[src/rtl/instr_encoder_pkg.sv]
`default_nettype none
// ============================================================================
// Module      : rv_enc_pkg
// Description : Shared types and constants for the RISC-V instruction encoder.
//               Op-class and format enums, opcode constants, the NOP word and
//               an opcode lookup helper.
//               Build macro INSTR_ENC_RV64_EN selects XLEN=64 and enables the
//               RV64-only classes (ARITHIW/ARITHW) and 6-bit ARITHI shamt.
// Revision    : 1.0 - initial release
// ============================================================================
package rv_enc_pkg;

`ifdef INSTR_ENC_RV64_EN
  localparam int XLEN = 64;
`else
  localparam int XLEN = 32;
`endif

  typedef enum logic [3:0] {
    CLS_LUI     = 4'd0,
    CLS_AUIPC   = 4'd1,
    CLS_JAL     = 4'd2,
    CLS_JALR    = 4'd3,
    CLS_BRANCH  = 4'd4,
    CLS_LOAD    = 4'd5,
    CLS_STORE   = 4'd6,
    CLS_ARITHI  = 4'd7,
    CLS_ARITH   = 4'd8,
    CLS_SYSTEM  = 4'd9,
    CLS_ARITHIW = 4'd10,
    CLS_ARITHW  = 4'd11
  } op_class_e;

  // FMT_SH  : funct7 in [31:25], 5-bit shamt in [24:20]
  // FMT_SH6 : funct7[6:1] in [31:26], 6-bit shamt in [25:20]
  typedef enum logic [3:0] {
    FMT_R    = 4'd0,
    FMT_I    = 4'd1,
    FMT_SH   = 4'd2,
    FMT_SH6  = 4'd3,
    FMT_S    = 4'd4,
    FMT_B    = 4'd5,
    FMT_U    = 4'd6,
    FMT_J    = 4'd7,
    FMT_NONE = 4'd8
  } fmt_e;

  localparam logic [6:0] OPC_LUI     = 7'h37;
  localparam logic [6:0] OPC_AUIPC   = 7'h17;
  localparam logic [6:0] OPC_JAL     = 7'h6F;
  localparam logic [6:0] OPC_JALR    = 7'h67;
  localparam logic [6:0] OPC_BRANCH  = 7'h63;
  localparam logic [6:0] OPC_LOAD    = 7'h03;
  localparam logic [6:0] OPC_STORE   = 7'h23;
  localparam logic [6:0] OPC_ARITHI  = 7'h13;
  localparam logic [6:0] OPC_ARITH   = 7'h33;
  localparam logic [6:0] OPC_SYSTEM  = 7'h73;
  localparam logic [6:0] OPC_ARITHIW = 7'h1B;
  localparam logic [6:0] OPC_ARITHW  = 7'h3B;

  localparam logic [31:0] NOP_INSTR = 32'h0000_0013;

  function automatic logic [6:0] opcode_of(input logic [3:0] cls);
    logic [6:0] opc;
    case (cls)
      CLS_LUI:     opc = OPC_LUI;
      CLS_AUIPC:   opc = OPC_AUIPC;
      CLS_JAL:     opc = OPC_JAL;
      CLS_JALR:    opc = OPC_JALR;
      CLS_BRANCH:  opc = OPC_BRANCH;
      CLS_LOAD:    opc = OPC_LOAD;
      CLS_STORE:   opc = OPC_STORE;
      CLS_ARITHI:  opc = OPC_ARITHI;
      CLS_ARITH:   opc = OPC_ARITH;
      CLS_SYSTEM:  opc = OPC_SYSTEM;
      CLS_ARITHIW: opc = OPC_ARITHIW;
      CLS_ARITHW:  opc = OPC_ARITHW;
      default:     opc = OPC_ARITHI;
    endcase
    return opc;
  endfunction

endpackage
`default_nettype wire

[src/rtl/instr_encoder_imm_range_check.sv]
`default_nettype none
// ============================================================================
// Module      : imm_range_check
// Description : Combinational legality check for an encode request. Returns
//               the instruction format to build and an error flag for
//               out-of-range immediates, misaligned branch/jump offsets,
//               oversized shift amounts and invalid/disabled classes.
//               Honors build macro INSTR_ENC_RV64_EN.
// Ports       : cls    in  4    op class
//               funct3 in  3    selects shift variants of ARITHI/ARITHIW
//               imm    in  XLEN full signed immediate
//               err    out 1    request is illegal
//               fmt    out fmt_e format select
// Revision    : 1.0 - initial release
// ============================================================================
module imm_range_check
  import rv_enc_pkg::*;
(
  input  logic [3:0]      cls,
  input  logic [2:0]      funct3,
  input  logic [XLEN-1:0] imm,
  output logic            err,
  output fmt_e            fmt
);

  logic w_fit12, w_fit13, w_fit21, w_u_ok, w_shamt5_ok, w_is_shift;

  // A value fits in N signed bits when bits [XLEN-1:N-1] are all equal.
  assign w_fit12     = (imm[XLEN-1:11] == '0) || (&imm[XLEN-1:11]);
  assign w_fit13     = (imm[XLEN-1:12] == '0) || (&imm[XLEN-1:12]);
  assign w_fit21     = (imm[XLEN-1:20] == '0) || (&imm[XLEN-1:20]);
  assign w_shamt5_ok = (imm[XLEN-1:5] == '0);
  assign w_is_shift  = (funct3 == 3'b001) || (funct3 == 3'b101);

`ifdef INSTR_ENC_RV64_EN
  logic w_shamt6_ok;
  assign w_shamt6_ok = (imm[XLEN-1:6] == '0);
  // U immediate must also be a sign-extended 32-bit value on RV64.
  assign w_u_ok = (imm[11:0] == 12'd0) &&
                  ((imm[XLEN-1:31] == '0) || (&imm[XLEN-1:31]));
`else
  assign w_u_ok = (imm[11:0] == 12'd0);
`endif

  always_comb begin
    err = 1'b0;
    fmt = FMT_NONE;
    case (cls)
      CLS_LUI, CLS_AUIPC: begin
        fmt = FMT_U;
        err = !w_u_ok;
      end
      CLS_JAL: begin
        fmt = FMT_J;
        err = !w_fit21 || imm[0];
      end
      CLS_BRANCH: begin
        fmt = FMT_B;
        err = !w_fit13 || imm[0];
      end
      CLS_JALR, CLS_LOAD, CLS_SYSTEM: begin
        fmt = FMT_I;
        err = !w_fit12;
      end
      CLS_STORE: begin
        fmt = FMT_S;
        err = !w_fit12;
      end
      CLS_ARITH: fmt = FMT_R;
      CLS_ARITHI: begin
        if (w_is_shift) begin
`ifdef INSTR_ENC_RV64_EN
          fmt = FMT_SH6;
          err = !w_shamt6_ok;
`else
          fmt = FMT_SH;
          err = !w_shamt5_ok;
`endif
        end else begin
          fmt = FMT_I;
          err = !w_fit12;
        end
      end
`ifdef INSTR_ENC_RV64_EN
      CLS_ARITHIW: begin
        if (w_is_shift) begin
          fmt = FMT_SH;
          err = !w_shamt5_ok;
        end else begin
          fmt = FMT_I;
          err = !w_fit12;
        end
      end
      CLS_ARITHW: fmt = FMT_R;
`endif
      default: err = 1'b1;
    endcase
  end

endmodule
`default_nettype wire

[src/rtl/instr_encoder.sv]
`default_nettype none
// ============================================================================
// Module      : instr_encoder
// Description : Packs a field-level request into a 32-bit RISC-V instruction
//               word. Valid/ready on both sides, one registered encode stage
//               feeding a 2-entry output FIFO, saturating statistics counters.
//               Build macro INSTR_ENC_RV64_EN selects the RV64 variant.
// Ports       : clk, rst_n (sync, active-low)
//               in_valid/in_ready, in_class, in_funct3, in_funct7,
//               in_rd/in_rs1/in_rs2, in_imm[XLEN]   - request side
//               out_valid/out_ready, out_instr, out_err - result side
//               enc_cnt, err_cnt                      - statistics
// Revision    : 1.0 - initial release
// ============================================================================
module instr_encoder
  import rv_enc_pkg::*;
#(
  parameter int CNT_W = 16
) (
  input  logic             clk,
  input  logic             rst_n,
  input  logic             in_valid,
  output logic             in_ready,
  input  logic [3:0]       in_class,
  input  logic [2:0]       in_funct3,
  input  logic [6:0]       in_funct7,
  input  logic [4:0]       in_rd,
  input  logic [4:0]       in_rs1,
  input  logic [4:0]       in_rs2,
  input  logic [XLEN-1:0]  in_imm,
  output logic             out_valid,
  input  logic             out_ready,
  output logic [31:0]      out_instr,
  output logic             out_err,
  output logic [CNT_W-1:0] enc_cnt,
  output logic [CNT_W-1:0] err_cnt
);

  logic        w_err;
  fmt_e        w_fmt;
  logic [6:0]  w_opc;
  logic [31:0] w_word;
  logic        w_push, w_pop;
  logic [1:0]  w_count_nxt;

  logic [31:0]      r_mem_instr [2];
  logic             r_mem_err   [2];
  logic             r_wr_ptr, r_rd_ptr;
  logic [1:0]       r_count;
  logic             r_in_ready;
  logic [CNT_W-1:0] r_enc_cnt, r_err_cnt;

  imm_range_check u_imm_range_check (
    .cls    (in_class),
    .funct3 (in_funct3),
    .imm    (in_imm),
    .err    (w_err),
    .fmt    (w_fmt)
  );

  assign w_opc = opcode_of(in_class);

  always_comb begin
    w_word = NOP_INSTR;
    if (!w_err) begin
      case (w_fmt)
        FMT_R:   w_word = {in_funct7, in_rs2, in_rs1, in_funct3, in_rd, w_opc};
        FMT_I:   w_word = {in_imm[11:0], in_rs1, in_funct3, in_rd, w_opc};
        FMT_SH:  w_word = {in_funct7, in_imm[4:0], in_rs1, in_funct3, in_rd, w_opc};
        FMT_SH6: w_word = {in_funct7[6:1], in_imm[5:0], in_rs1, in_funct3, in_rd, w_opc};
        FMT_S:   w_word = {in_imm[11:5], in_rs2, in_rs1, in_funct3, in_imm[4:0], w_opc};
        FMT_B:   w_word = {in_imm[12], in_imm[10:5], in_rs2, in_rs1, in_funct3,
                           in_imm[4:1], in_imm[11], w_opc};
        FMT_U:   w_word = {in_imm[31:12], in_rd, w_opc};
        FMT_J:   w_word = {in_imm[20], in_imm[10:1], in_imm[11], in_imm[19:12],
                           in_rd, w_opc};
        default: w_word = NOP_INSTR;
      endcase
    end
  end

  // The encode stage registers straight into the FIFO slot at the write
  // pointer, so an accepted request is visible on the output the next cycle
  // when the FIFO was empty. S1 and FIFO occupancy are therefore the same
  // count, and in_ready is registered from the next occupancy.
  assign w_push      = in_valid && r_in_ready;
  assign w_pop       = out_valid && out_ready;
  assign w_count_nxt = r_count + {1'b0, w_push} - {1'b0, w_pop};

  always_ff @(posedge clk) begin
    if (!rst_n) begin
      for (int i = 0; i < 2; i++) begin
        r_mem_instr[i] <= '0;
        r_mem_err[i]   <= 1'b0;
      end
      r_wr_ptr   <= 1'b0;
      r_rd_ptr   <= 1'b0;
      r_count    <= 2'd0;
      r_in_ready <= 1'b0;
      r_enc_cnt  <= '0;
      r_err_cnt  <= '0;
    end else begin
      if (w_push) begin
        r_mem_instr[r_wr_ptr] <= w_word;
        r_mem_err[r_wr_ptr]   <= w_err;
        r_wr_ptr              <= ~r_wr_ptr;
        if (r_enc_cnt != '1) r_enc_cnt <= r_enc_cnt + CNT_W'(1);
        if (w_err && (r_err_cnt != '1)) r_err_cnt <= r_err_cnt + CNT_W'(1);
      end
      if (w_pop) r_rd_ptr <= ~r_rd_ptr;
      r_count    <= w_count_nxt;
      r_in_ready <= (w_count_nxt < 2'd2);
    end
  end

  assign in_ready  = r_in_ready;
  assign out_valid = (r_count != 2'd0);
  assign out_instr = out_valid ? r_mem_instr[r_rd_ptr] : 32'd0;
  assign out_err   = out_valid ? r_mem_err[r_rd_ptr] : 1'b0;
  assign enc_cnt   = r_enc_cnt;
  assign err_cnt   = r_err_cnt;

endmodule
`default_nettype wire

[config.mk]
export PLATFORM = sky130hd
export DESIGN_NAME = instr_encoder
export DESIGN_NICKNAME = d
export VERILOG_FILES = /design/src/rtl/instr_encoder_pkg.sv /design/src/rtl/instr_encoder_imm_range_check.sv /design/src/rtl/instr_encoder.sv
export SDC_FILE = /design/constraint.sdc
export NUM_CORES = 1
export LEC_CHECK = 0
export BUFFER_PORTS_ARGS = -buffer_cell sky130_fd_sc_hd__buf_2
export CAP_MARGIN = 30
export CORE_MARGIN = 4
export CORE_UTILIZATION = 49
export DETAILED_ROUTE_END_ITERATION = 8
export GPL_ROUTABILITY_DRIVEN = 0
export HOLD_SLACK_MARGIN = 0.15
export PLACE_DENSITY = 0.76
export SLEW_MARGIN = 20
export SYNTH_ARGS = -nofsm -noshare
export SYNTH_HDL_FRONTEND = slang
export SYNTH_HIERARCHICAL = 1
export SYNTH_SLANG_ARGS = --single-unit
[constraint.sdc]
create_clock -name clk -period 3.15 [get_ports clk]
set_input_delay 0.1575 -clock clk [delete_from_list [all_inputs] [get_ports clk]]
set_output_delay 0.1575 -clock clk [all_outputs]
set_load 0.005 [all_outputs]
; ---- Word-level counts from Yosys, hierarchy flattened
; Memories as Yosys holds them, arrays and structs flattened. A register that Yosys moved wholly into a read port is not among the register bits.
; Index checks and enable logic that the tools add are counted.
[word_totals]
wordCells = 90
n_memories = 3
register_bits = 37
mem_bits_ro = 80
ram_bits = 66
[memory_table]
columns = name, depth, width, rd, rd_clocked_by_memory_dff, wr, line
row1 = (no name shown), 16, 5, 1, 0, 0, instr_encoder_pkg.sv:65  ; case (cls)
row2 = r_mem_instr, 2, 32, 1, 1, 2, instr_encoder.sv:46  ; logic [31:0] r_mem_instr [2];
row3 = r_mem_err, 2, 1, 1, 1, 2, instr_encoder.sv:47  ; logic r_mem_err [2];
[op_classes]
bitwise = 2
addsub = 4
n_eq_ne = 20
n_lt_le_gt_ge = 1
n_mux = 22
reduce_logical = 32
[op_table]
columns = op, count
row1 = 32-bit case mux with 8 select lines, 1
row2 = 32-bit 2-to-1 mux, 3
row3 = "16-bit by 1-bit adder with 16-bit output, second input constant", 2
row4 = "4-bit by 3-bit == test with 1-bit output, second input constant", 8
row5 = "16-bit inequality test, second input constant", 2
row6 = 32-bit OR reduction, 1
row7 = 4-bit case mux with 7 select lines, 1
row8 = 27-bit logical NOT, 1
row9 = 12-bit logical NOT, 2
row10 = 21-bit logical NOT, 1
row11 = 21-bit AND reduction, 1
row12 = 20-bit logical NOT, 1
row13 = 20-bit AND reduction, 1
row14 = "4-bit by 2-bit == test with 1-bit output, second input constant", 4
row15 = 1-bit 2-to-1 mux, 15
row16 = 12-bit AND reduction, 1
row17 = "4-bit by 1-bit == test with 1-bit output, second input constant", 2
row18 = "4-bit == test, second input constant", 2
row19 = 4-bit logical NOT, 2
row20 = 1-bit logical OR, 6
row21 = 1-bit case mux with 6 select lines, 1
row22 = 1-bit logical NOT, 5
row23 = 2-bit AND reduction, 2
row24 = 4-bit OR reduction, 1
row25 = other kinds (12), 15

; ---- Logic depth before layout (Yosys ltp)
; Gate-level depths: netlist of the first run.
[logic_depth]
word_depth = 8
depth_mapped = 11

; ---- Hierarchy
; Netlist of the first run, hierarchy kept.
[modules_own_cells]
columns = mod, n_inst, seq_area_each_um2, cells_each, area_each_um2
row1 = instr_encoder, 1, 2642.5, 572, 5411.4
row2 = imm_range_check, 1, 0.0, 52, 331.6

; ---- Worst setup path before layout of the first run
; No wires, ideal clock.
[synth_path]
path_type = reg2reg
startpoint = register r_in_ready (netlist: in_ready)
endpoint = memory r_mem_instr[0][10] (enable)
arrival_time_ns = 2.850
setup_ns = 0.459
n_path_buf = 1
setup_slack_ns = -0.159
path_stages_with_launch = 4
cell_sequence = dfxtp_1 -> nand2_1 -> clkbuf_1 -> o21ai_0
[synth_rtl]
columns = item, line
row1 = start: declaration, instr_encoder.sv:50  ; logic r_in_ready;
row2 = start signal: assignment, instr_encoder.sv:112  ; r_in_ready <= (w_count_nxt < 2'd2);
row3 = end: declaration, instr_encoder.sv:46

==> impl_metrics.yaml, run 1 <==
grt:
  grt_pass1_wl_mm: 25.2
  grt_pass1_vias: 5302
  overflow: 0
  antenna_found_initial: 0
  grtUsageTotal: 0.236
  grt_max_degree: 33
timing:
  max_slew_margin: 0.483
  setup-tns-final_ps: 0
  hold_viol: 0
  fin_skew_ps: 10.6
  max_clock_freq_ghz: 0.391
  finalCritPeriodShare: 0.812
  setup_viol_count_final: 0
  grt_setup_unrepaired: "no"
  slew_violations: 0
  period_minus_slack_ps: 2560
  worst_slew_pin_slew_ps: 768
setup_path:
  crit_type: "reg -> reg"
  critPathMaxFanout: 17
  reg2reg_slack_ps: 590
  rr_endpoint: "r_mem_instr[0][16]$_DFFE_PP_"
  r2r_cells: 4
  critPathRequiredTime_ps: 3350
  end_kind: "flop"
  cp-start-kind: "flop"
  cp_data_arrival_time_ps: 2750
  r2r-start: "in_ready$_SDFF_PN0_"
routing:
  drt_first_pass_iters: 5
  routed_wl_mm: 15.8
  via_count: 5376
  ant_nets: 0
  drt_iter0_markers: 468
  wire_per_inst_um: 17.7
  remaining_drc_errors: 0
  vias_per_cell: 6.03
die:
  die-height_um: 116
  die_area_mm2: 0.0135
  core_area_mm2: 0.0115
  die_w_um: 116
  initial_core_util: 0.501
  rows: 39
  ios: 132
cts:
  cts_root_buf: "clkbuf_16"
  cts_resized: 0
  clock_path_buffers: 2
  postCtsSetupBuffers: 0
  cts_tree: "done"
  clock_sinks: 102
  ctsHoldBuffers: 0
  clkLatencyLatePin_ps: 350
  clk_pin_slew_ps: 70
  numCtsBuffers: 9
  cts_htree_levels: 3
worst_hold_path:
  min_path_type: "in -> reg"
  hold_path_depth: 3
  min_from: "in_rd[3]"
  hold-path-endpoint: "r_mem_instr[0][10]$_DFFE_PP_"
synth:
  netlist_area_mm2: 0.00574
  synth_area_leaders: "edfxtp_1 (31%), dfxtp_1 (15%), mux2i_1 (8.5%), nor2_1 (6.7%), a21oi_1 (2.8%)"
  synth-seq-cells: 102
  netlist_top_cells_count: "nor2_1 (103), edfxtp_1 (60), mux2i_1 (49), dfxtp_1 (42), a21oi_1 (32)"
  yosysMostFrequentCell: "nor2_1"
  synth_nets: 693
  syn_inst: 624
  synthFlopType: "edfxtp_1"
  yosysWarnings: 6
  synth_edf_count: 60
  synth_seq_area_share: 0.460
  synth_largest_area_cell: "edfxtp_1"
  syn_area_per_cell_um2: 9.20
  synth_top_area_share: 0.314
  synth.distinct_cells: 62
  synthArstFlopShare: 0
power:
  leakage_nw: 2.80
  power_density_mw_per_mm2: 548
  irDropWorstVdd_uv: 496
outcome:
  status: "finished, final reports clean"
flow_run:
  max_cap_violations: 0
finish:
  nNetsFinal: 812
  drive_above_1_share: 0.238
  area_growth_pct: 19.2
  post-route-util: 0.597
  design_area_mm2: 0.00685
  diodes: 0
place:
  io_buffers: 131
  dp_hpwl_mm: 11.3
  post_dp_cell_area_mm2: 0.00652
-- stage by stage --
step	setup WS [ps]	total power [mW]	hold slack, ps	std cells
after floorplan	653	2.25	355	624
after CTS	633	3.75	167	890
after detailed placement	419	2.65	453	874
after global placement	553	2.62	439	874
after global routing	429	3.94	184	891
final	594	3.75	175	891
-- kinds of logic after synthesis --
group	after synthesis	share of synthesized area
AO/OA/AOI/OAI	117	0.135
XOR/XNOR	4	0.00610
flip-flops	102	0.460
buffers and inverters	69	0.0525
multiplexers	50	0.0874
AND/OR/NAND/NOR	277	0.249
adder cells (fa/ha/maj)	5	0.0105
-- placed cells by master (no fill, tap or decap), types with 6 or more instances in the layout --
master	n
buf_2	131
nor2_1	102
edfxtp_1	60
mux2i_1	49
dfxtp_1	41
a21oi_1	32
nand2_1	31
inv_1	30
nand3_1	19
o21ai_0	18
o31ai_1	18
or3_1	15
nand4_1	15
buf_4	14
nand2b_1	13
nor3_1	12
or4_1	11
nor4_1	11
clkbuf_16	10
and3_1	9
and2_1	7
nand3b_1	7
o211ai_1	6
and4_1	6
a31oi_1	6
-- layer usage --
metal	global-route usage	up-vias	wire length [µm]
li1	-	2538	-
met1	0.283	2537	6160
met2	0.408	257	7860
met3	0.0570	44	1280
met4	0.0920	0	481
met5	0	-	0
-- how the worst max path moves through the flow --
stage | from | to | slack (ps) | cells past startpoint
detailed placement | in_class[2] | err_cnt[13]$_SDFFE_PN0P_ | 420 | 10
floorplan | in_ready$_SDFF_PN0_ | r_mem_instr[0][10]$_DFFE_PP_ | 650 | 3
global route | in_ready$_SDFF_PN0_ | r_mem_instr[1][26]$_DFFE_PP_ | 430 | 6
global placement | in_class[2] | err_cnt[13]$_SDFFE_PN0P_ | 550 | 10
finish | in_ready$_SDFF_PN0_ | r_mem_instr[0][16]$_DFFE_PP_ | 590 | 4
CTS | in_ready$_SDFF_PN0_ | r_mem_instr[1][26]$_DFFE_PP_ | 630 | 6
-- critical path, stage by stage (launching register included) --
cell	delay, ps
dfxtp_1	450
nand2_1	400
or3_1	780
or2_1	570
nor2_1	190
-- state kept, by name, summed over array words and instances, names as in the netlist, named ones only --
| signal | cells |
|---|---|
| r_mem_err | 2 |
| err_cnt | 16 |
| r_rd_ptr | 1 |
| r_wr_ptr | 1 |
| in_ready | 1 |
| r_count | 2 |
| r_mem_instr | 62 |
| enc_cnt | 16 |
-- cell type report --
cell class	count	area [µm²]
Timing Repair Buffer	146	788
Clock inverter	6	51.3
Multi-Input combinational cell	453	2820
Sequential cell	102	2640
Fill cell	983	4620
Tap cell	143	179
Clock buffer	10	250
Inverter	31	116
-- power breakdown --
group          internal (mW)  total, mW  switching [mW]  leakage (nW)
registers               1.53       1.64           0.101         0.967
logic                  0.410       1.01           0.595          1.68
clock network          0.595       1.11           0.512         0.150
total                   2.54       3.75            1.21          2.80
Note: power is estimated with default switching activity, not from simulation.
==> run 2: changes to the inputs <==
Settings changed: CORE_UTILIZATION 49 to 55, PLACE_DENSITY 0.76 to 0.81.
Clock period 3.15 ns to 2.6 ns, I/O delays scaled along.
==> run 2 against run 1 <==
Against the previous run:
- global-route usage up 2.5 points
- non-clock buffer count grew 14
- clock skew is 2.8 ps higher
- utilization grew 7.0 points
- count of clock-buffer cells in the layout increased by 1
- worst hold slack got worse by 16 ps
- worst setup slack got worse by 350 ps
- via count up 0.84%
- sequential power is 20% higher
- flip-flop and latch count is the same
- clock power down 17%
- final cell count rose by 0.79%
- largest power group unchanged
- highest routed layer unchanged
==> impl_metrics.yaml, run 2 (synthesis gave the netlist of run 1 again) <==
power:
  swShare: 0.334
  intPower_mw: 2.74
  pwr-share-clk: 0.223
  p_comb_frac: 0.298
  leakage_nw: 2.81
  power_density_mw_per_mm2: 603
  p_switching_mw: 1.37
  p_total_mw: 4.11
  pwr-share-seq: 0.479
  irDropWorstVdd_uv: 387
worst_hold_path:
  hold-path-endpoint: "r_mem_instr[1][17]$_DFFE_PP_"
  min_from: "in_imm[17]"
  min_path_type: "in -> reg"
  hold_path_depth: 3
cts:
  cts_htree_levels: 3
  cts_resized: 0
  numCtsBuffers: 9
  clk_pin_slew_ps: 90
  clock_sinks: 102
  cts_tree: "done"
  cts_root_buf: "clkbuf_8"
  clock_path_buffers: 2
  clkLatencyLatePin_ps: 370
finish:
  drive_above_1_share: 0.241
  final_common_cell: "buf_2"
  final_cell_mix: "buf_2 (131), nor2_1 (102), edfxtp_1 (60), mux2i_1 (49), dfxtp_1 (41)"
  nFillCells: 819
  final_cell_count_no_fill: 898
  nNetsFinal: 826
  largest_reg_flops: 62
  area_growth_pct: 18.8
  diodes: 0
  largest-register: "r_mem_instr"
  post-route-util: 0.667
grt:
  grt_pass1_wl_mm: 24.9
  overflow: 0
  antenna_found_initial: 0
  grt_max_degree: 33
  grt_pass1_vias: 5258
  grtUsageTotal: 0.261
routing:
  vias_per_cell: 6.04
  wire_per_inst_um: 17.3
  remaining_drc_errors: 0
  routed_wl_mm: 15.5
  via_count: 5421
  drt_iter0_markers: 364
  drt_first_pass_iters: 5
  ant_nets: 0
timing:
  max_clock_freq_ghz: 0.424
  hold_viol: 0
  setup-tns-final_ps: 0
  period_minus_slack_ps: 2360
  worst_slew_pin_slew_ps: 657
  setup_viol_count_final: 0
  max_slew_margin: 0.558
  fin_ws_ps: 240
  slew_violations: 0
  fin_skew_ps: 13.5
  grt_setup_unrepaired: "no"
  finalCritPeriodShare: 0.908
die:
  initial_core_util: 0.561
  die_area_mm2: 0.0121
  die_w_um: 110
  die-height_um: 110
  rows: 37
  ios: 132
  core_area_mm2: 0.0102
setup_path:
  crit_type: "in -> reg"
  cp_data_arrival_time_ps: 2660
  r2r-start: "in_ready$_SDFF_PN0_"
  cp-start-kind: "primary input"
  r2r_cells: 5
  reg2reg_slack_ps: 530
  critPathMaxFanout: 8
  rr_endpoint: "err_cnt[3]$_SDFFE_PN0P_"
  critPathRequiredTime_ps: 2900
  end_kind: "flop"
place:
  io_buffers: 131
  dp_hpwl_mm: 11.2
  pre_cts_ws_ps: -49.9
  dpl.cell_count: 875
flow_run:
  max_cap_violations: 0
outcome:
  status: "finished, final reports clean"
run 2: cell types whose count changed in the layout (fill, tap and decap cells not counted), sizes merged:
cell	before	now
buf	146	153
clkbuf	10	11
dlygate4sd3	0	7
inv	33	32
run 2: critical path, stage by stage:
cell       delay (ps)
buf_2             110
nand2b_1          200
nor4_1            500
nand2_1           100
a2bb2oi_1         180
a2111o_1          200
and3_1            360
nand4_2           220
or4_1             510
a21oi_1           150
run 2: per-layer routing:
metal	track usage	share of wire
met1	0.321	0.39
met2	0.441	0.49
met3	0.0536	0.092
met4	0.118	0.028
met5	0	0
run 2: timing repair:
item,4_1_cts,5_1_grt
hold buffers,7,0
buffers inserted,0,0
endpoints found under the hold margin,8,0
run 2: final cells by class:
type / count / area [µm²] / area share
well taps: 136 / 170 / 0.0249
clock buffers: 11 / 141 / 0.0207
clock inverters: 5 / 32.5 / 0.00477
repair buffers: 160 / 903 / 0.132
inverters: 31 / 116 / 0.0171
multi-input cells: 453 / 2820 / 0.413
flip-flops and latches: 102 / 2640 / 0.387
run 2: stage by stage:
step	area (µm²)	hold WS (ps)
final	6820	160
after global placement	6580	439
after floorplan	5740	327
after detailed placement	6580	441
after CTS	6820	152
after global routing	6820	166
run 2: power groups by stage:
stage	clock network [mW]	logic (mW)	registers, mW
after global placement	0	1.18	2.00
after global routing	1.00	1.36	1.99
final	0.917	1.23	1.97
after floorplan	0	0.781	1.94
after CTS	0.926	1.23	1.97
after detailed placement	0	1.22	2.01
run 2: how the worst max path moves through the flow:
stage | from | end | slack, ps | depth (start not counted)
floorplan | in_ready$_SDFF_PN0_ | r_mem_instr[0][10]$_DFFE_PP_ | 100 | 3
global placement | in_imm[28] | r_mem_instr[0][9]$_DFFE_PP_ | 110 | 10
detailed placement | in_funct3[1] | err_cnt[13]$_SDFFE_PN0P_ | -50 | 10
CTS | in_funct3[1] | err_cnt[13]$_SDFFE_PN0P_ | 340 | 10
global route | in_class[1] | err_cnt[13]$_SDFFE_PN0P_ | 20 | 10
finish | in_funct3[1] | err_cnt[13]$_SDFFE_PN0P_ | 240 | 10
